[src/rtl/pint_slave.sv]
// PINT serial slave: synchronizes the master's port into clk, decodes write
// frames into register write strobes and serves read frames back on RDDATA.
module pint_slave #(
  parameter int ADDR_W      = 8,
  parameter int DATA_W      = 16,
  parameter int SYNC_STAGES = 2
) (
  input  logic              clk,
  input  logic              resetn,
  input  logic              PINT_CLK,
  input  logic              PINT_WRREQ,
  input  logic              PINT_WRDATA,
  input  logic              PINT_RDREQ,
  input  logic              PINT_RESETN,
  output logic              PINT_RDRDY,
  output logic              PINT_RDDATA,
  output logic [ADDR_W-1:0] reg_addr,
  output logic [DATA_W-1:0] reg_wr_data,
  output logic              reg_wr_en,
  output logic              reg_rd_en,
  input  logic [DATA_W-1:0] reg_rd_data,
  output logic              frame_err
);

  localparam int FW = ADDR_W + DATA_W;
  localparam int CW = $clog2(FW + 1);

  typedef enum logic [2:0] {
    S_IDLE, S_WR_SHIFT, S_WR_COMMIT, S_RD_ADDR,
    S_RD_FETCH, S_RD_LOAD, S_RD_SHIFT, S_WAIT
  } state_t;

  // bit order in each synchronizer stage: {RESETN, RDREQ, WRDATA, WRREQ, CLK}
  logic [SYNC_STAGES-1:0][4:0] sync_q;
  logic                        clk_prev_q;
  state_t                      state_q;
  logic [CW-1:0]               cnt_q;
  logic [FW-1:0]               sh_q;
  logic [DATA_W-1:0]           out_q;
  logic [ADDR_W-1:0]           addr_q;
  logic [DATA_W-1:0]           wdata_q;
  logic                        wr_en_q, rd_en_q, err_q, rdrdy_q, rddata_q;

  logic          s_clk, s_wr, s_dat, s_rd, s_prst, rise;
  logic [FW-1:0] sh_d;
  logic [CW-1:0] cnt_d;

  assign {s_prst, s_rd, s_dat, s_wr, s_clk} = sync_q[SYNC_STAGES-1];
  assign rise  = s_clk & ~clk_prev_q;
  assign sh_d  = {sh_q[FW-2:0], s_dat};
  assign cnt_d = cnt_q + CW'(1);

  always_ff @(posedge clk) begin
    if (!resetn) sync_q <= '0;
    else         sync_q <= {sync_q[SYNC_STAGES-2:0],
                            {PINT_RESETN, PINT_RDREQ, PINT_WRDATA, PINT_WRREQ, PINT_CLK}};
  end

  always_ff @(posedge clk) begin
    if (!resetn) begin
      clk_prev_q <= 1'b0;
      state_q    <= S_IDLE;
      cnt_q      <= '0;
      sh_q       <= '0;
      out_q      <= '0;
      addr_q     <= '0;
      wdata_q    <= '0;
      wr_en_q    <= 1'b0;
      rd_en_q    <= 1'b0;
      err_q      <= 1'b0;
      rdrdy_q    <= 1'b0;
      rddata_q   <= 1'b0;
    end else begin
      clk_prev_q <= s_clk;
      wr_en_q    <= 1'b0;
      rd_en_q    <= 1'b0;
      err_q      <= 1'b0;
      if (!s_prst) begin
        // port reset wins over everything, including a commit or fetch in flight
        state_q  <= S_IDLE;
        cnt_q    <= '0;
        rdrdy_q  <= 1'b0;
        rddata_q <= 1'b0;
      end else begin
        case (state_q)
          S_IDLE: if (rise) begin
            if (s_wr && s_rd) begin
              err_q   <= 1'b1;
              state_q <= S_WAIT;
            end else if (s_wr) begin
              sh_q    <= sh_d;
              cnt_q   <= CW'(1);
              state_q <= S_WR_SHIFT;
            end else if (s_rd) begin
              sh_q    <= sh_d;
              cnt_q   <= CW'(1);
              state_q <= S_RD_ADDR;
            end
          end
          S_WR_SHIFT: begin
            if (!s_wr) begin
              err_q   <= 1'b1;
              state_q <= S_IDLE;
            end else if (rise) begin
              sh_q  <= sh_d;
              cnt_q <= cnt_d;
              if (cnt_d == CW'(FW)) begin
                wr_en_q <= 1'b1;
                addr_q  <= sh_d[FW-1:DATA_W];
                wdata_q <= sh_d[DATA_W-1:0];
                state_q <= S_WR_COMMIT;
              end
            end
          end
          S_WR_COMMIT: state_q <= S_WAIT;
          S_RD_ADDR: begin
            if (!s_rd) begin
              err_q   <= 1'b1;
              state_q <= S_IDLE;
            end else if (rise) begin
              sh_q  <= sh_d;
              cnt_q <= cnt_d;
              if (cnt_d == CW'(ADDR_W)) begin
                rd_en_q <= 1'b1;
                addr_q  <= sh_d[ADDR_W-1:0];
                state_q <= S_RD_FETCH;
              end
            end
          end
          S_RD_FETCH: state_q <= S_RD_LOAD;
          S_RD_LOAD: begin
            out_q    <= reg_rd_data;
            rdrdy_q  <= 1'b1;
            rddata_q <= reg_rd_data[DATA_W-1];
            cnt_q    <= '0;
            state_q  <= S_RD_SHIFT;
          end
          S_RD_SHIFT: begin
            if (!s_rd) begin
              rdrdy_q  <= 1'b0;
              rddata_q <= 1'b0;
              err_q    <= 1'b1;
              state_q  <= S_IDLE;
            end else if (rise) begin
              cnt_q <= cnt_d;
              if (cnt_d == CW'(DATA_W)) begin
                rdrdy_q  <= 1'b0;
                rddata_q <= 1'b0;
                state_q  <= S_WAIT;
              end else begin
                out_q    <= {out_q[DATA_W-2:0], 1'b0};
                rddata_q <= out_q[DATA_W-2];
              end
            end
          end
          S_WAIT: if (!s_wr && !s_rd) state_q <= S_IDLE;
          default: state_q <= S_IDLE;
        endcase
      end
    end
  end

  assign PINT_RDRDY  = rdrdy_q;
  assign PINT_RDDATA = rddata_q;
  assign reg_addr    = addr_q;
  assign reg_wr_data = wdata_q;
  assign reg_wr_en   = wr_en_q;
  assign reg_rd_en   = rd_en_q;
  assign frame_err   = err_q;

endmodule
[config.mk]
export PLATFORM = sky130hd
export DESIGN_NAME = pint_slave
export DESIGN_NICKNAME = d
export VERILOG_FILES = /design/src/rtl/pint_slave.sv
export SDC_FILE = /design/constraint.sdc
export NUM_CORES = 1
export LEC_CHECK = 0
export CAP_MARGIN = 0
export CORE_ASPECT_RATIO = 0.9
export CORE_MARGIN = 2
export CORE_UTILIZATION = 49
export DETAILED_ROUTE_END_ITERATION = 8
export GPL_TIMING_DRIVEN = 0
export PLACE_DENSITY = 0.75
export SLEW_MARGIN = 15
export SYNTH_ARGS = -nofsm -noshare
export SYNTH_HDL_FRONTEND = slang
export SYNTH_SLANG_ARGS = --single-unit
[constraint.sdc]
create_clock -name clk -period 1.78 [get_ports clk]
set_input_delay 0.178 -clock clk [delete_from_list [all_inputs] [get_ports clk]]
set_output_delay 0.178 -clock clk [all_outputs]
set_load 0.02 [all_outputs]
### Word-level counts from Yosys, hierarchy flattened

Index checks and enable logic that the tools add are counted.

| cells by class | value |
|---|---|
| eq/ne operators | 31 |
| add/subtract/negate cells | 1 |
| reductions and logical operators | 21 |
| bitwise operators | 2 |
| multiplexer cells | 57 |

Operators by type and width:

| operator | count |
|---|---|
| two-way mux 24 bit | 7 |
| case mux 24 bit (3 select lines) | 1 |
| two-way mux 8 bit | 6 |
| two-way mux 15 bit | 3 |
| two-way mux 3 bit | 14 |
| two-way mux 5 bit | 7 |
| case mux 15 bit (2 select lines) | 1 |
| != test 2 bit (second input constant) | 12 |
| case mux 3 bit (8 select lines) | 1 |
| != test 3 bit (second input constant) | 7 |
| case mux 5 bit (4 select lines) | 1 |
| AND reduction 5 bit | 4 |
| case mux 8 bit (2 select lines) | 1 |
| == test 3 bit (second input constant) | 4 |
| two-way mux 1 bit | 12 |
| == test 5 bit (second input constant) | 2 |
| AND reduction 9 bit | 1 |
| AND reduction 8 bit | 1 |
| AND reduction 7 bit | 1 |
| == test 3 x 2 -> 1 bit (second input constant) | 2 |
| AND reduction 6 bit | 1 |
| adder 5 x 1 -> 5 bit (second input constant) | 1 |
| == test 5 x 4 -> 1 bit (second input constant) | 1 |
| != test 4 bit (second input constant) | 1 |
| other kinds (15) | 20 |

| word-level totals | value |
|---|---|
| output and inout port bits | 29 |
| flip-flop bits (word level) | 87 |
| input bits | 23 |
| logic and storage cells | 126 |

### Logic depth before layout (Yosys ltp)

| depth | value |
|---|---|
| word-level depth | 6 |
| depth in mapped cells | 9 |
| depth with buffers taken out | 7 |

### Worst setup path after synthesis

Ideal clock, no wire load.

| timing | value |
|---|---|
| kind | register -> register |
| start point | reg cnt_q[0] |
| end point | reg state_q[2] |
| stages on the path, launching flop included | 8 |
| period minus slack after synthesis | 1914 ps |
| arrival | 1798 ps |
| buffers on the path | 0 |
| data required time | 1664 ps |
| path slack | -134 ps |
| setup time | 116 ps |
| cell sequence | dfxtp_1 -> ha_1 -> nand3_2 -> xor2_2 -> mux2i_1 -> o21ai_1 -> nor2b_1 -> a31o_2 |

| between the ends | value |
|---|---|
| cells in the longest elaborated chain, start to end | 4 |

RTL lines:

| what | line | source |
|---|---|---|
| start: declaration | 37 | `logic [CW-1:0] cnt_q;` |
| start signal: assignment | 106 | `cnt_q <= cnt_d;` |
| start signal: assignment | 122 | `cnt_q <= cnt_d;` |
| start signal: assignment | 145 | `cnt_q <= cnt_d;` |
| adder 5 x 1 -> 5 bit (*) | 51 | `assign cnt_d = cnt_q + CW'(1);` |
| == test 5 bit, or another cell as far along | 146 | `if (cnt_d == CW'(DATA_W)) begin` |
| != test 3 bit (no line) | n/a |  |
| AND reduction 9 bit (no line) (*) | n/a |  |
| end signal: assignment | 143 | `state_q <= S_IDLE;` |
| end signal: assignment | 149 | `state_q <= S_WAIT;` |
| end signal: assignment | 156 | `S_WAIT: if (!s_wr && !s_rd) state_q <= S_IDLE;` |
| end: declaration | 36 | `state_t state_q;` |

Every way passes the cells marked *; elsewhere a longest branch is shown, timed or not.
A chain may end at the register's enable or synchronous reset.

### Final worst setup path

| timing | value |
|---|---|
| start point | reg cnt_q[0] |
| end point | reg wdata_q[11] (netlist: reg_wr_data[11]) |

| between the ends | value |
|---|---|
| cells in the longest elaborated chain, start to end | 3 |

RTL lines:

| what | line | source |
|---|---|---|
| adder 5 x 1 -> 5 bit | 51 |  |
| == test 5 bit | 107 | `if (cnt_d == CW'(FW)) begin` |
| AND reduction 5 bit (no line) | n/a |  |
| end signal: assignment | 110 | `wdata_q <= sh_d[DATA_W-1:0];` |
| end: declaration | 41 | `logic [DATA_W-1:0] wdata_q;` |

Every way passes these cells.

==> impl_metrics.py <==
metrics = {
    "clocking": {
        "root_buffer": "clkbuf_8",
        "cts.sinks": 86,
        "htree_levels": 3,
        "clock_latency_ns": 0.36,
        "clk_pin_slew_ns": 0.09,
        "clockBufferDepth": 2,
        "cts_tree": "yes",
        "numCtsBuffers": 9,
    },
    "placed_design": {
        "gp_congestion": 0.912,
        "dpl_cell_area_um2": 4460,
        "dpl.hpwl_um": 5920,
        "io_buffers": 50,
    },
    "global_routing": {
        "grt_overflow_total": 0,
        "antenna_found_initial": 0,
        "grt_pass1_vias": 3108,
        "grt_max_degree": 15,
        "grt_util_all_layers_pct": 21.8,
        "grt_pass1_wl_um": 15000,
    },
    "worst_setup_path": {
        "rr_worst_depth": 8,
        "r2r-end": "reg_wr_data[11]",
        "cp.required_ns": 2.08,
        "end_kind": "flop",
        "criticalPathCategory": "flop to flop",
        "endpoint": "reg_wr_data[11]",
        "crit_arrival_ns": 2.19,
        "crit_fanout": 8,
        "rrSetupSlack_ns": -0.11,
        "startpoint_type": "flop",
        "startpoint": "cnt_q[0]",
        "rr_startpoint": "cnt_q[0]",
    },
    "outcome": {
        "violations": "setup timing",
        "status": "finished, violations left",
    },
    "detailed_routing": {
        "vias": 3322,
        "drt-total-wl_um": 9680,
        "drtIter0Drc": 215,
        "drc": 0,
        "wl_per_cell_um": 16.4,
        "first_pass_iters": 5,
        "ant_nets": 0,
        "vias_per_cell": 5.62,
    },
    "logic_synthesis": {
        "seq_area_frac_synth_pct": 45.1,
        "synthMuxAreaShare_pct": 12.6,
        "synth_fp_nets": 425,
        "synth_top_family_by_area": "simple AND/OR/NAND/NOR gates",
        "synth-xor-area-share_pct": 0.886,
        "synth_edf_count": 0,
        "synthAdderAreaFrac_pct": 0.919,
        "syn_area_um2": 3810,
        "yosys.area_share.simple_pct": 18.7,
        "yosys_warnings": 0,
        "ys_ff_latch": 86,
        "synth-compound-area-share_pct": 16.6,
        "yosysUniqueCellTypes": 60,
        "async_flop_share_pct": 0,
        "syn_avg_cell_area_um2": 9.53,
        "netlist_instances": 400,
        "synthFlopType": "dfxtp_1",
    },
    "die": {
        "die_w_um": 97.0,
        "pin_count": 52,
        "num_rows": 30,
        "chipHeight_um": 87.7,
        "start_util_pct": 50.5,
        "die-area_um2": 8510,
        "core_um2": 7540,
    },
    "power": {
        "vdd_ir_drop_max_v": 0.000549,
        "p_leak_nw": 2.23,
        "powerDensity_nw_per_um2": 658,
    },
    "timing": {
        "slew_violations": 0,
        "skew_ns": 0.00826,
        "layout_worst_path_cycle_share_pct": 106,
        "fmax_ghz": 0.528,
        "whs_ns": 0.200,
        "relSlewSlack_pct": 41.8,
        "tightestPinTransition_ns": 0.873,
        "hold_viol": 0,
        "finalSetupViolCount": 50,
        "setup_tns_ns": -2.08,
        "rsz0062_at_grt": "yes",
        "period_needed_ns": 1.89,
        "layout_setup_ws_ns": -0.113,
    },
    "cells_and_area": {
        "fillCellCount": 527,
        "multiInputGateArea_um2": 2320,
        "layout_common_cells": "dfxtp_1 (78), clkdlybuf4s50_1 (50), mux2i_1 (44)",
        "fin_area_um2": 5420,
        "antenna_cells": 0,
        "synthToLayoutAreaGrowth_pct": 42.1,
        "layout.nets": 515,
        "regArea_um2": 1740,
        "layout_commonest_cell": "dfxtp_1",
        "post_route_cells_drive_above_1_share_pct": 28.7,
    },
    "hold_path": {
        "hp-class": "input port to flop",
    },
    "run": {
        "drv_cap": 0,
    },
}
==> stage by stage <==
step | total power [W] | util (%) | setup slack [ns] | std cells
after floorplan | 0.00207 | - | 0.0503 | 400
after global placement | 0.00214 | 59.2 | -0.220 | 546
after detailed placement | 0.00214 | 59.2 | -0.307 | 546
after CTS | 0.00355 | 66.1 | -0.0526 | 580
after global routing | 0.00369 | 71.8 | -0.177 | 591
final | 0.00357 | 71.8 | -0.113 | 591
==> synth_stat cells, types with 2 or more instances <==
| cell type | n | area share, % |
|---|---|---|
| a211oi_1 | 2 | 0.39 |
| o22ai_1 | 2 | 0.33 |
| and2_1 | 12 | 2.0 |
| buf_1 | 2 | 0.20 |
| o211ai_1 | 2 | 0.39 |
| nor2b_1 | 4 | 0.66 |
| nand2_1 | 33 | 3.2 |
| o21ai_1 | 7 | 0.92 |
| dfxtp_1 | 86 | 45 |
| a21oi_2 | 2 | 0.46 |
| o31ai_1 | 9 | 1.8 |
| o21ai_0 | 19 | 2.5 |
| a31oi_1 | 3 | 0.49 |
| clkbuf_1 | 10 | 0.98 |
| inv_1 | 5 | 0.49 |
| buf_2 | 7 | 0.92 |
| nand2b_1 | 5 | 0.82 |
| mux2i_1 | 48 | 13 |
| buf_4 | 2 | 0.39 |
| buf_6 | 7 | 2.1 |
| nor2_1 | 33 | 3.2 |
| ha_1 | 2 | 0.66 |
| a21boi_0 | 2 | 0.39 |
| a21oi_1 | 10 | 1.3 |
| nor3_1 | 3 | 0.39 |
| o2bb2ai_1 | 15 | 3.4 |
| nor4_1 | 3 | 0.49 |
| nand3_1 | 31 | 4.1 |
| or3_1 | 3 | 0.49 |
==> sequential cells by signal, indices dropped and copies added (netlist names) <==
name and count:
PINT_RDDATA 1, PINT_RDRDY 1, clk_prev_q 1, cnt_q 5, frame_err 1, out_q 15
reg_addr 8, reg_rd_en 1, reg_wr_data 16, reg_wr_en 1, s_clk 1, s_dat 1
s_prst 1, s_rd 1, s_wr 1, sh_q 23, state_q 3, sync_q 5
==> kinds of logic (layout without fill, tap and decap cells) <==
kind of cell | Yosys count | in the layout
DFF | 86 | 86
and+or+nand+nor | 138 | 138
adders and majority gates | 3 | 3
xor gates and xnor gates | 3 | 3
AOI/OAI and AO/OA | 88 | 88
muxes | 48 | 48
buffers and inverters | 34 | 129
==> worst min path at each step <==
stage	from	endpoint	slack, ns	cells past startpoint
global placement	sync_q[1]	s_wr	0.42	1
finish	resetn	reg_wr_data[14]	0.20	3
global route	resetn	reg_wr_data[14]	0.25	3
floorplan	PINT_CLK	sync_q[0]	0.31	1
CTS	resetn	reg_wr_data[14]	0.21	3
detailed placement	sync_q[4]	s_prst	0.42	1
==> power by group <==
group,leakage (nW),internal (W),switching (W)
clock network,0.0992,0.000731,0.000709
registers,0.699,0.00193,0.00000772
logic,1.43,0.0000926,0.0000984
total,2.23,0.00275,0.000815
==> layer usage <==
layer / GRT usage [%] / wire length (µm) / vias up
li1: - / - / 1616
met1: 29.0 / 4390 / 1569
met2: 34.0 / 4480 / 123
met3: 7.02 / 681 / 14
met4: 6.91 / 131 / 0
met5: 0 / 0 / -
==> timing repair <==
action | CTS | global route
pin swaps | 13 | 25
setup buffers | 16 | 10
hold buffers | 0 | 0
endpoints found under the hold margin | 0 | 0
endpoints found under the setup margin | 65 | 70
gates resized for setup | 48 | 71
cloned | 4 | 3
==> layout make-up <==
class	instances	area share, %
buffer	25	3.44
clock buffer	12	2.86
clock inverter	4	0.993
inverter	5	0.416
multi-input combinational	280	42.8
sequential	86	32.1
tap	96	2.22
timing repair buffer	83	15.2
==> critical path: stages (launching register included) <==
cell and delay (ns):
dfxtp_4 0.40, ha_4 0.20, and4bb_2 0.36, o2111ai_4 0.15
nor3_4 0.21, buf_6 0.17, buf_6 0.14, nand3_2 0.09
o21ai_1 0.11
Power figures use the tool's default switching activity.
